**config.mk**
```make
export PLATFORM = sky130hd
export DESIGN_NAME = multiword_add_sequencer_flat
export DESIGN_NICKNAME = d
export VERILOG_FILES = /design/src/rtl/multiword_add_sequencer_if.sv /design/src/rtl/multiword_add_sequencer.sv /design/src/flat_wrapper.sv
export SDC_FILE = /design/constraint.sdc
export NUM_CORES = 1
export LEC_CHECK = 0
export ABC_AREA = 1
export BUFFER_PORTS_ARGS = -buffer_cell sky130_fd_sc_hd__buf_2
export CAP_MARGIN = 10
export CORE_MARGIN = 3
export CORE_UTILIZATION = 39
export DETAILED_ROUTE_END_ITERATION = 6
export SYNTH_ARGS = -nofsm -noshare
export SYNTH_HDL_FRONTEND = slang
export SYNTH_SLANG_ARGS = --single-unit
```
**constraint.sdc**
```tcl
create_clock -name clk -period 4.5 [get_ports clk]
set_input_delay 1.35 -clock clk [delete_from_list [all_inputs] [get_ports clk]]
set_output_delay 1.35 -clock clk [all_outputs]
set_load 0.005 [all_outputs]
```
**src/rtl/multiword_add_sequencer_if.sv**
```systemverilog
// Operand/result handshake bundle for the multiword add sequencer.
// The slave side is the adder; the master side offers operands and takes results.
interface multiword_add_sequencer_if #(
  parameter int N     = 4,
  parameter int WORDS = 4
);
  localparam int W = N * WORDS;

  logic         in_valid;
  logic         in_ready;
  logic [W-1:0] in1;
  logic [W-1:0] in2;
  logic         cin;
  logic         out_valid;
  logic         out_ready;
  logic [W-1:0] sum;
  logic         cout;
  logic         ovf;

  modport master (
    output in_valid, in1, in2, cin, out_ready,
    input  in_ready, out_valid, sum, cout, ovf
  );

  modport slave (
    input  in_valid, in1, in2, cin, out_ready,
    output in_ready, out_valid, sum, cout, ovf
  );
endinterface

```
**src/rtl/multiword_add_sequencer.sv**
```systemverilog
// Bit-serial-by-slice adder: one N-bit slice of a W-bit add per cycle,
// result held until the consumer takes it.
module multiword_add_sequencer #(
  parameter int N     = 4,
  parameter int WORDS = 4
) (
  input  logic                      clk,
  input  logic                      rst_n,
  multiword_add_sequencer_if.slave  bus
);
  localparam int              IW   = (WORDS > 1) ? $clog2(WORDS) : 1;
  localparam logic [IW-1:0]   LAST = IW'(WORDS - 1);

  typedef enum logic [1:0] {IDLE, RUN, HOLD} state_e;

  state_e                  state_q;
  logic [WORDS-1:0][N-1:0] a_q, b_q, sum_q;
  logic [IW-1:0]           idx_q;
  logic                    carry_q;
  logic                    cout_q, ovf_q;
  logic                    in_ready_q, out_valid_q;

  logic [N-1:0]            a_sl, b_sl;
  logic [N:0]              slice_d;

  always_comb begin
    a_sl    = a_q[idx_q];
    b_sl    = b_q[idx_q];
    slice_d = {1'b0, a_sl} + {1'b0, b_sl} + {{N{1'b0}}, carry_q};
  end

  always_ff @(posedge clk) begin
    if (!rst_n) begin
      state_q     <= IDLE;
      a_q         <= '0;
      b_q         <= '0;
      sum_q       <= '0;
      idx_q       <= '0;
      carry_q     <= 1'b0;
      cout_q      <= 1'b0;
      ovf_q       <= 1'b0;
      in_ready_q  <= 1'b1;
      out_valid_q <= 1'b0;
    end else begin
      case (state_q)
        IDLE: begin
          if (bus.in_valid) begin
            a_q        <= bus.in1;
            b_q        <= bus.in2;
            carry_q    <= bus.cin;
            idx_q      <= '0;
            sum_q      <= '0;
            in_ready_q <= 1'b0;
            state_q    <= RUN;
          end
        end
        RUN: begin
          sum_q[idx_q] <= slice_d[N-1:0];
          carry_q      <= slice_d[N];
          if (idx_q == LAST) begin
            // Top slice's sum MSB is bit W-1 of the full result.
            cout_q      <= slice_d[N];
            ovf_q       <= (a_q[WORDS-1][N-1] == b_q[WORDS-1][N-1]) &&
                           (slice_d[N-1] != a_q[WORDS-1][N-1]);
            idx_q       <= '0;
            out_valid_q <= 1'b1;
            state_q     <= HOLD;
          end else begin
            idx_q <= idx_q + IW'(1);
          end
        end
        HOLD: begin
          if (bus.out_ready) begin
            out_valid_q <= 1'b0;
            in_ready_q  <= 1'b1;
            state_q     <= IDLE;
          end
        end
        default: state_q <= IDLE;
      endcase
    end
  end

  assign bus.in_ready  = in_ready_q;
  assign bus.out_valid = out_valid_q;
  assign bus.sum       = sum_q;
  assign bus.cout      = cout_q;
  assign bus.ovf       = ovf_q;
endmodule

```
**src/flat_wrapper.sv**
```systemverilog
// flat-port wrapper written by rule: the top's interface ports become plain ports
module multiword_add_sequencer_flat 
#(
  parameter int N     = 4,
  parameter int WORDS = 4
)
  (clk, rst_n, bus_in_valid, bus_in1, bus_in2, bus_cin, bus_out_ready, bus_in_ready, bus_out_valid, bus_sum, bus_cout, bus_ovf);
  multiword_add_sequencer_if #(.N(N), .WORDS(WORDS)) bus_i ();
  input  logic clk;
  input  logic rst_n;
  input wire logic [$bits(bus_i.in_valid)-1:0] bus_in_valid;
  input wire logic [$bits(bus_i.in1)-1:0] bus_in1;
  input wire logic [$bits(bus_i.in2)-1:0] bus_in2;
  input wire logic [$bits(bus_i.cin)-1:0] bus_cin;
  input wire logic [$bits(bus_i.out_ready)-1:0] bus_out_ready;
  output wire logic [$bits(bus_i.in_ready)-1:0] bus_in_ready;
  output wire logic [$bits(bus_i.out_valid)-1:0] bus_out_valid;
  output wire logic [$bits(bus_i.sum)-1:0] bus_sum;
  output wire logic [$bits(bus_i.cout)-1:0] bus_cout;
  output wire logic [$bits(bus_i.ovf)-1:0] bus_ovf;
  assign bus_i.in_valid = bus_in_valid;
  assign bus_i.in1 = bus_in1;
  assign bus_i.in2 = bus_in2;
  assign bus_i.cin = bus_cin;
  assign bus_i.out_ready = bus_out_ready;
  assign bus_in_ready = bus_i.in_ready;
  assign bus_out_valid = bus_i.out_valid;
  assign bus_sum = bus_i.sum;
  assign bus_cout = bus_i.cout;
  assign bus_ovf = bus_i.ovf;
  multiword_add_sequencer #(.N(N), .WORDS(WORDS)) u_core (.clk(clk), .rst_n(rst_n), .bus(bus_i));
endmodule
```
==> flow_summary.yaml, run 1 <==
status:
  outcome: "complete, no violations"
sta:
  setup_viol: 0
  fmax_mhz: 335.3
  slew_headroom: 0.3960
  fin_crit_ns: 2.983
  tightest_slew_ns: 0.9050
  hold_violations: 0
  worst_clock_skew_ns: 0.01106
  final-max-slew-violation-count: 0
  whs_ns: 0.4483
  fin_setup_tns_ns: 0
  period_share: 0.6628
  rsz0062_at_grt: "no"
critical_path:
  reg2regPathDepth: 8
  worstPathRequired_ns: 4.75
  critPathCaptureType: "flip-flop"
  worstPathMaxFanout: 20
  crit_path_start_kind: "flip-flop"
  critical_path_class: "flip-flop to flip-flop"
  arrival_ns: 3.23
routing:
  antenna_left: 0
  avgViaCountPerCell: 4.889
  num_vias: 2283
  wl_um: 5773
  routedWlPerCell_um: 12.36
  dr.first_iter.drc_count: 142
  firstDrtPassIters: 4
  drc: 0
synthesis:
  async_flop_share: 0
  synth_ff_type: "dfxtp_1"
  synth_edf_count: 0
  avgSynthCellArea_um2: 7.448
  synthDistinctLibCells: 27
  yosys-top-cells-count: "84 x nor2_1, 57 x dfxtp_1, 45 x o21ai_0"
  synth_cells: 336
  yosys.area.top_type_share: 0.4560
  synth_nets: 382
  synthTopCellsByArea: "dfxtp_1 46%, nor2_1 13%, o21ai_0 9.0%, nand2_1 6.6%, ha_1 3.5%"
  ys_seq_area_frac: 0.4560
  yosys_register_bits: 57
  yosysMostFrequentCell: "nor2_1"
  syn_area_mm2: 0.002502
  ys_warn_count: 0
  synth_top_area_cell: "dfxtp_1"
placed_design:
  io_buffers: 56
  post-dp-hpwl_um: 4078
  dpl-instance-area_mm2: 0.002798
  dp.cells: 451
  place_congestion: 0.8005
grt:
  grt_pass1_wl_um: 10120
  antenna_found_initial: 0
  grt_max_degree: 44
  grt_pass1_vias: 2203
  grt_use_total: 0.1700
  grt_overflow: 0
clock_network:
  hold_buffers: 0
  cts_root_buf: "clkbuf_8"
  cts.repair.resized: 0
  cts_sinks: 57
  htree_levels: 3
  clock_path_buffers: 2
  post_cts_buffers: 0
  path_clk_slew_ns: 0.06
  insertion_delay_ns: 0.33
  cts_tree: "yes"
  cts_buffers: 9
floorplanning:
  start_util: 0.4129
  core_mm2: 0.006061
  dieArea_mm2: 0.007413
  die_y_um: 86.10
  io_pins: 57
  rows: 28
  die_width_um: 86.10
cells_and_area:
  final_area_mm2: 0.002987
  multi_input_area_mm2: 0.001212
  area_growth_pct: 19.35
  finalNonFillerCells: 467
  final_nets: 433
  seqCellArea_mm2: 0.001141
  drive_gt1_frac: 0.2117
  diodes: 0
  fillers: 643
pwr:
  vdd_ir_drop_max_mv: 0.2439
  p_leak_uw: 0.001378
  power_density_mw_per_mm2: 410.8
worst_hold_path:
  hp-class: "flip-flop to flip-flop"
  hold_depth: 2
flow_run:
  maxCapViolations: 0
cell usage in the layout, fill, tap and decap left out:
cell type / Yosys / final
nor2_1: 84 / 84
inv_4: 1 / 1
a21oi_1: 17 / 17
buf_4: 0 / 1
o21ai_0: 45 / 45
clkbuf_8: 0 / 10
clkinv_1: 1 / 1
a31oi_1: 1 / 1
clkbuf_1: 8 / 3
o21ai_1: 6 / 6
o41ai_1: 1 / 1
o21a_1: 2 / 2
clkinv_2: 0 / 2
dfxtp_1: 57 / 57
ha_1: 7 / 7
inv_2: 1 / 1
inv_1: 13 / 13
nand3_1: 16 / 16
buf_2: 5 / 56
nor2_8: 1 / 1
o21bai_1: 1 / 1
nand2_1: 44 / 44
o22ai_1: 8 / 8
bufinv_16: 0 / 1
nor2_4: 1 / 1
xor2_1: 1 / 1
fa_1: 2 / 2
nor2_2: 9 / 9
flip-flops by register name, summed over array words and instances (netlist names):
name,cells
u_core.b_q,16
u_core.a_q,16
u_core.bus.in_ready,1
u_core.bus.sum,16
u_core.idx_q,2
u_core.bus.cout,1
u_core.bus.out_valid,1
u_core.state_q,2
u_core.carry_q,1
u_core.bus.ovf,1
kinds of logic after synthesis:
| logic type | synth area share |
|---|---|
| simple gates | 0.2590 |
| compound gates | 0.1710 |
| flops | 0.4560 |
| buf+inv | 0.05949 |
| fa+ha+maj | 0.05100 |
| xor+xnor | 0.003501 |
critical path, cell delays in order, from the launching register on:
cell and delay [ns]:
dfxtp_1 0.69, inv_1 0.41, o21ai_0 0.26, o22ai_1 0.12
fa_1 0.45, fa_1 0.43, xor2_1 0.32, nand2_1 0.10
a21oi_1 0.14
stage by stage:
step	power [uW]	worst slack, ns	util
6_report	1227	1.517	0.4928
2_1_floorplan	714.5	2.233	-
3_3_place_gp	776.7	1.595	0.4616
5_1_grt	1301	1.213	0.4928
3_5_place_dp	780.2	1.521	0.4616
4_1_cts	1242	1.503	0.4928
layout make-up:
class,instances,share of cell area
clock buffers,13,0.04985
clock inverters,3,0.01341
inverters,16,0.02095
multi-input cells,246,0.4059
flip-flops and latches,57,0.3821
well taps,75,0.03142
repair buffers,57,0.09636
per-layer routing:
layer | track usage | wire length (um)
met5 | 0 | 0
met1 | 0.2239 | 2793
met2 | 0.2705 | 2609
met3 | 0.03842 | 319
met4 | 0.06475 | 49
path summary, 6_finish.rpt:
kind              slack (ns)                  end                 from
setup / recovery        1.52    u_core.bus.sum[2]      u_core.idx_q[0]
hold / removal          0.45  u_core.bus.in_ready  u_core.bus.in_ready
setup reg to reg        1.52    u_core.bus.sum[2]      u_core.idx_q[0]
hold reg to reg         0.45  u_core.bus.in_ready  u_core.bus.in_ready
power breakdown:
group	internal (uW)	switching (uW)
Sequential	538	23.3
Combinational	75.4	130
Clock	270	190
Total	883	344
(Power assumes the default switching activity.)
==> inputs of run 2 (changes only) <==
--- a/config.mk
+++ b/config.mk
@@ -5,7 +5,7 @@
 export SDC_FILE = /design/constraint.sdc
 export NUM_CORES = 1
 export LEC_CHECK = 0
-export ABC_AREA = 1
+export ABC_AREA = 0
 export BUFFER_PORTS_ARGS = -buffer_cell sky130_fd_sc_hd__buf_2
 export CAP_MARGIN = 10
 export CORE_MARGIN = 3
==> constraint.sdc (replaced) <==
create_clock -name clk -period 2.8 [get_ports clk]
set_input_delay 0.84 -clock clk [delete_from_list [all_inputs] [get_ports clk]]
set_output_delay 0.84 -clock clk [all_outputs]
set_load 0.005 [all_outputs]
==> flow_summary.yaml, run 2 <==
grt:
  met3_usage: 0.05582
  use_met2: 0.2260
  grt_max_degree: 28
  gr-max-usage-layer: "met2"
  grt_pass1_vias: 1930
  antenna_found_initial: 0
  grt_use_total: 0.1569
  grt_pass1_wl_um: 9121
  grt_overflow: 0
  gr-usage-met1: 0.2181
cells_and_area:
  seqCellArea_mm2: 0.001141
  fillers: 651
  multi_input_area_mm2: 0.001339
  finalNonFillerCells: 411
  final_common_cell: "nand2_1"
  diodes: 0
  area_growth_pct: 20.64
  drive_gt1_frac: 0.2635
  final_cell_mix: "74 x nand2_1, 57 x dfxtp_1, 56 x buf_2"
  final_nets: 377
  final_area_mm2: 0.003115
status:
  outcome: "complete, no violations"
critical_path:
  crit_chain: "mux4_2 > fa_1 > fa_1 > a21o_2 > a21oi_1 > o211ai_1 > and2_1"
  critPathTopFamily: "adder cells"
  arrival_ns: 2.83
  cp_slowest_stage_delay_ns: 0.54
  critical_path_class: "flip-flop to flip-flop"
  worstPathRequired_ns: 3.02
  worstPathMaxFanout: 4
  cpMaxStageDelayCell: "mux4_2"
  crit_buf_inv: 0
  critPathCaptureType: "flip-flop"
  cpMostUsedCell: "fa_1"
  crit_path_start_kind: "flip-flop"
synthesis:
  yosysMostFrequentCell: "nand2_1"
  synth_edf_count: 0
  synthDistinctLibCells: 32
  avgSynthCellArea_um2: 9.357
  synth_cells: 276
  syn_area_mm2: 0.002582
  synth_nets: 322
  yosys_register_bits: 57
  yosys-top-cells-count: "74 x nand2_1, 57 x dfxtp_1, 28 x a21boi_0"
  async_flop_share: 0
  ys_warn_count: 0
  synth_ff_type: "dfxtp_1"
  synthTopCellsByArea: "dfxtp_1 44%, nand2_1 11%, a21boi_0 8.1%, mux4_2 7.0%, a22oi_1 3.5%"
  ys_seq_area_frac: 0.4419
  yosys.area.top_type_share: 0.4419
  synth_top_area_cell: "dfxtp_1"
routing:
  drc: 0
  routedWlPerCell_um: 13.80
  avgViaCountPerCell: 4.954
  num_vias: 2036
  wl_um: 5670
  antenna_left: 0
  firstDrtPassIters: 4
  dr.first_iter.drc_count: 76
clock_network:
  path_clk_slew_ns: 0.06
  cts.repair.resized: 0
  clock_path_buffers: 2
  htree_levels: 3
  hold_buffers: 0
  cts_root_buf: "clkbuf_8"
  cts_sinks: 57
  cts_tree: "yes"
  cts_buffers: 9
  insertion_delay_ns: 0.33
  post_cts_buffers: 0
sta:
  final-max-slew-violation-count: 0
  hold_violations: 0
  period_share: 0.9327
  setup_viol: 0
  rsz0062_at_grt: "no"
  fin_ws_ns: 0.1883
  worst_clock_skew_ns: 0.005704
  fin_setup_tns_ns: 0
  tightest_slew_ns: 0.7008
  slew_headroom: 0.5323
  fin_crit_ns: 2.612
  fmax_mhz: 382.9
  whs_ns: 0.4493
pwr:
  vdd_ir_drop_max_mv: 0.2840
  power_density_mw_per_mm2: 588.0
  p_leak_uw: 0.001307
floorplanning:
  die_width_um: 87.38
  core_mm2: 0.006386
  dieArea_mm2: 0.007634
  io_pins: 57
  die_y_um: 87.38
  rows: 29
  start_util: 0.4044
placed_design:
  place_congestion: 0.7904
  io_buffers: 56
  pre_cts_ws_ns: 0.1725
  dp.cells: 397
  dpl-instance-area_mm2: 0.002933
  post-dp-hpwl_um: 4058
flow_run:
  maxCapViolations: 0
worst_hold_path:
  hp-class: "flip-flop to flip-flop"
==> run 2: cell types whose count changed after synthesis, sizes merged, moves of 30 or more <==
cell	previous run	this run
nor2	95	5
nand2	44	74
a21boi	0	39
o21ai	51	4
==> run 2: layout make-up <==
cell class,instances,share of cell area
Inverter,3,0.003614
Timing Repair Buffer,63,0.1108
Sequential cell,57,0.3663
Clock inverter,4,0.01446
Multi-Input combinational cell,197,0.4297
Clock buffer,10,0.04418
Tap cell,77,0.03092
==> run 2: path summary, 6_finish.rpt <==
check                                       start                 to  slack [ns]  depth (start not counted)
worst max register to register    u_core.idx_q[0]     u_core.carry_q        0.19                          7
worst min register to register  u_core.bus.sum[3]  u_core.bus.sum[3]        0.45                          2
worst min-delay path            u_core.bus.sum[3]  u_core.bus.sum[3]        0.45                          2
worst max-delay path              u_core.idx_q[0]     u_core.carry_q        0.19                          7
==> run 2: worst min-delay path: stages (launching register included) <==
cell and delay (ns):
dfxtp_1 0.31, nand2_1 0.05, a21boi_1 0.05
==> run 2: metal layers <==
| metal | vias up | share of wire | wire [um] |
|---|---|---|---|
| met4 | 0 | 0.0093 | 53 |
| met5 | - | 0 | 0 |
| met2 | 49 | 0.44 | 2480 |
| li1 | 1056 | - | - |
| met1 | 924 | 0.49 | 2805 |
| met3 | 7 | 0.058 | 331 |
==> run 2: logic make-up after synthesis <==
group | synth area share
AOI/OAI and AO/OA | 0.1851
buffers and inverters | 0.04215
DFF | 0.4419
adders and majority gates | 0.04942
muxes | 0.06977
xor gates and xnor gates | 0.003392
and+or+nand+nor | 0.2083
==> run 2: per-stage QoR <==
stage,utilization,total power (uW)
6_report,0.4879,1832
5_1_grt,0.4879,1924
4_1_cts,0.4879,1853
3_5_place_dp,0.4592,1127
3_3_place_gp,0.4592,1123
2_1_floorplan,-,1042
==> run 2: where the power goes <==
part           switching, uW  total [uW]  internal, uW
sequential              26.0         875           849
combinational            122         230           108
clock                    307         727           420
total                    455        1830          1380
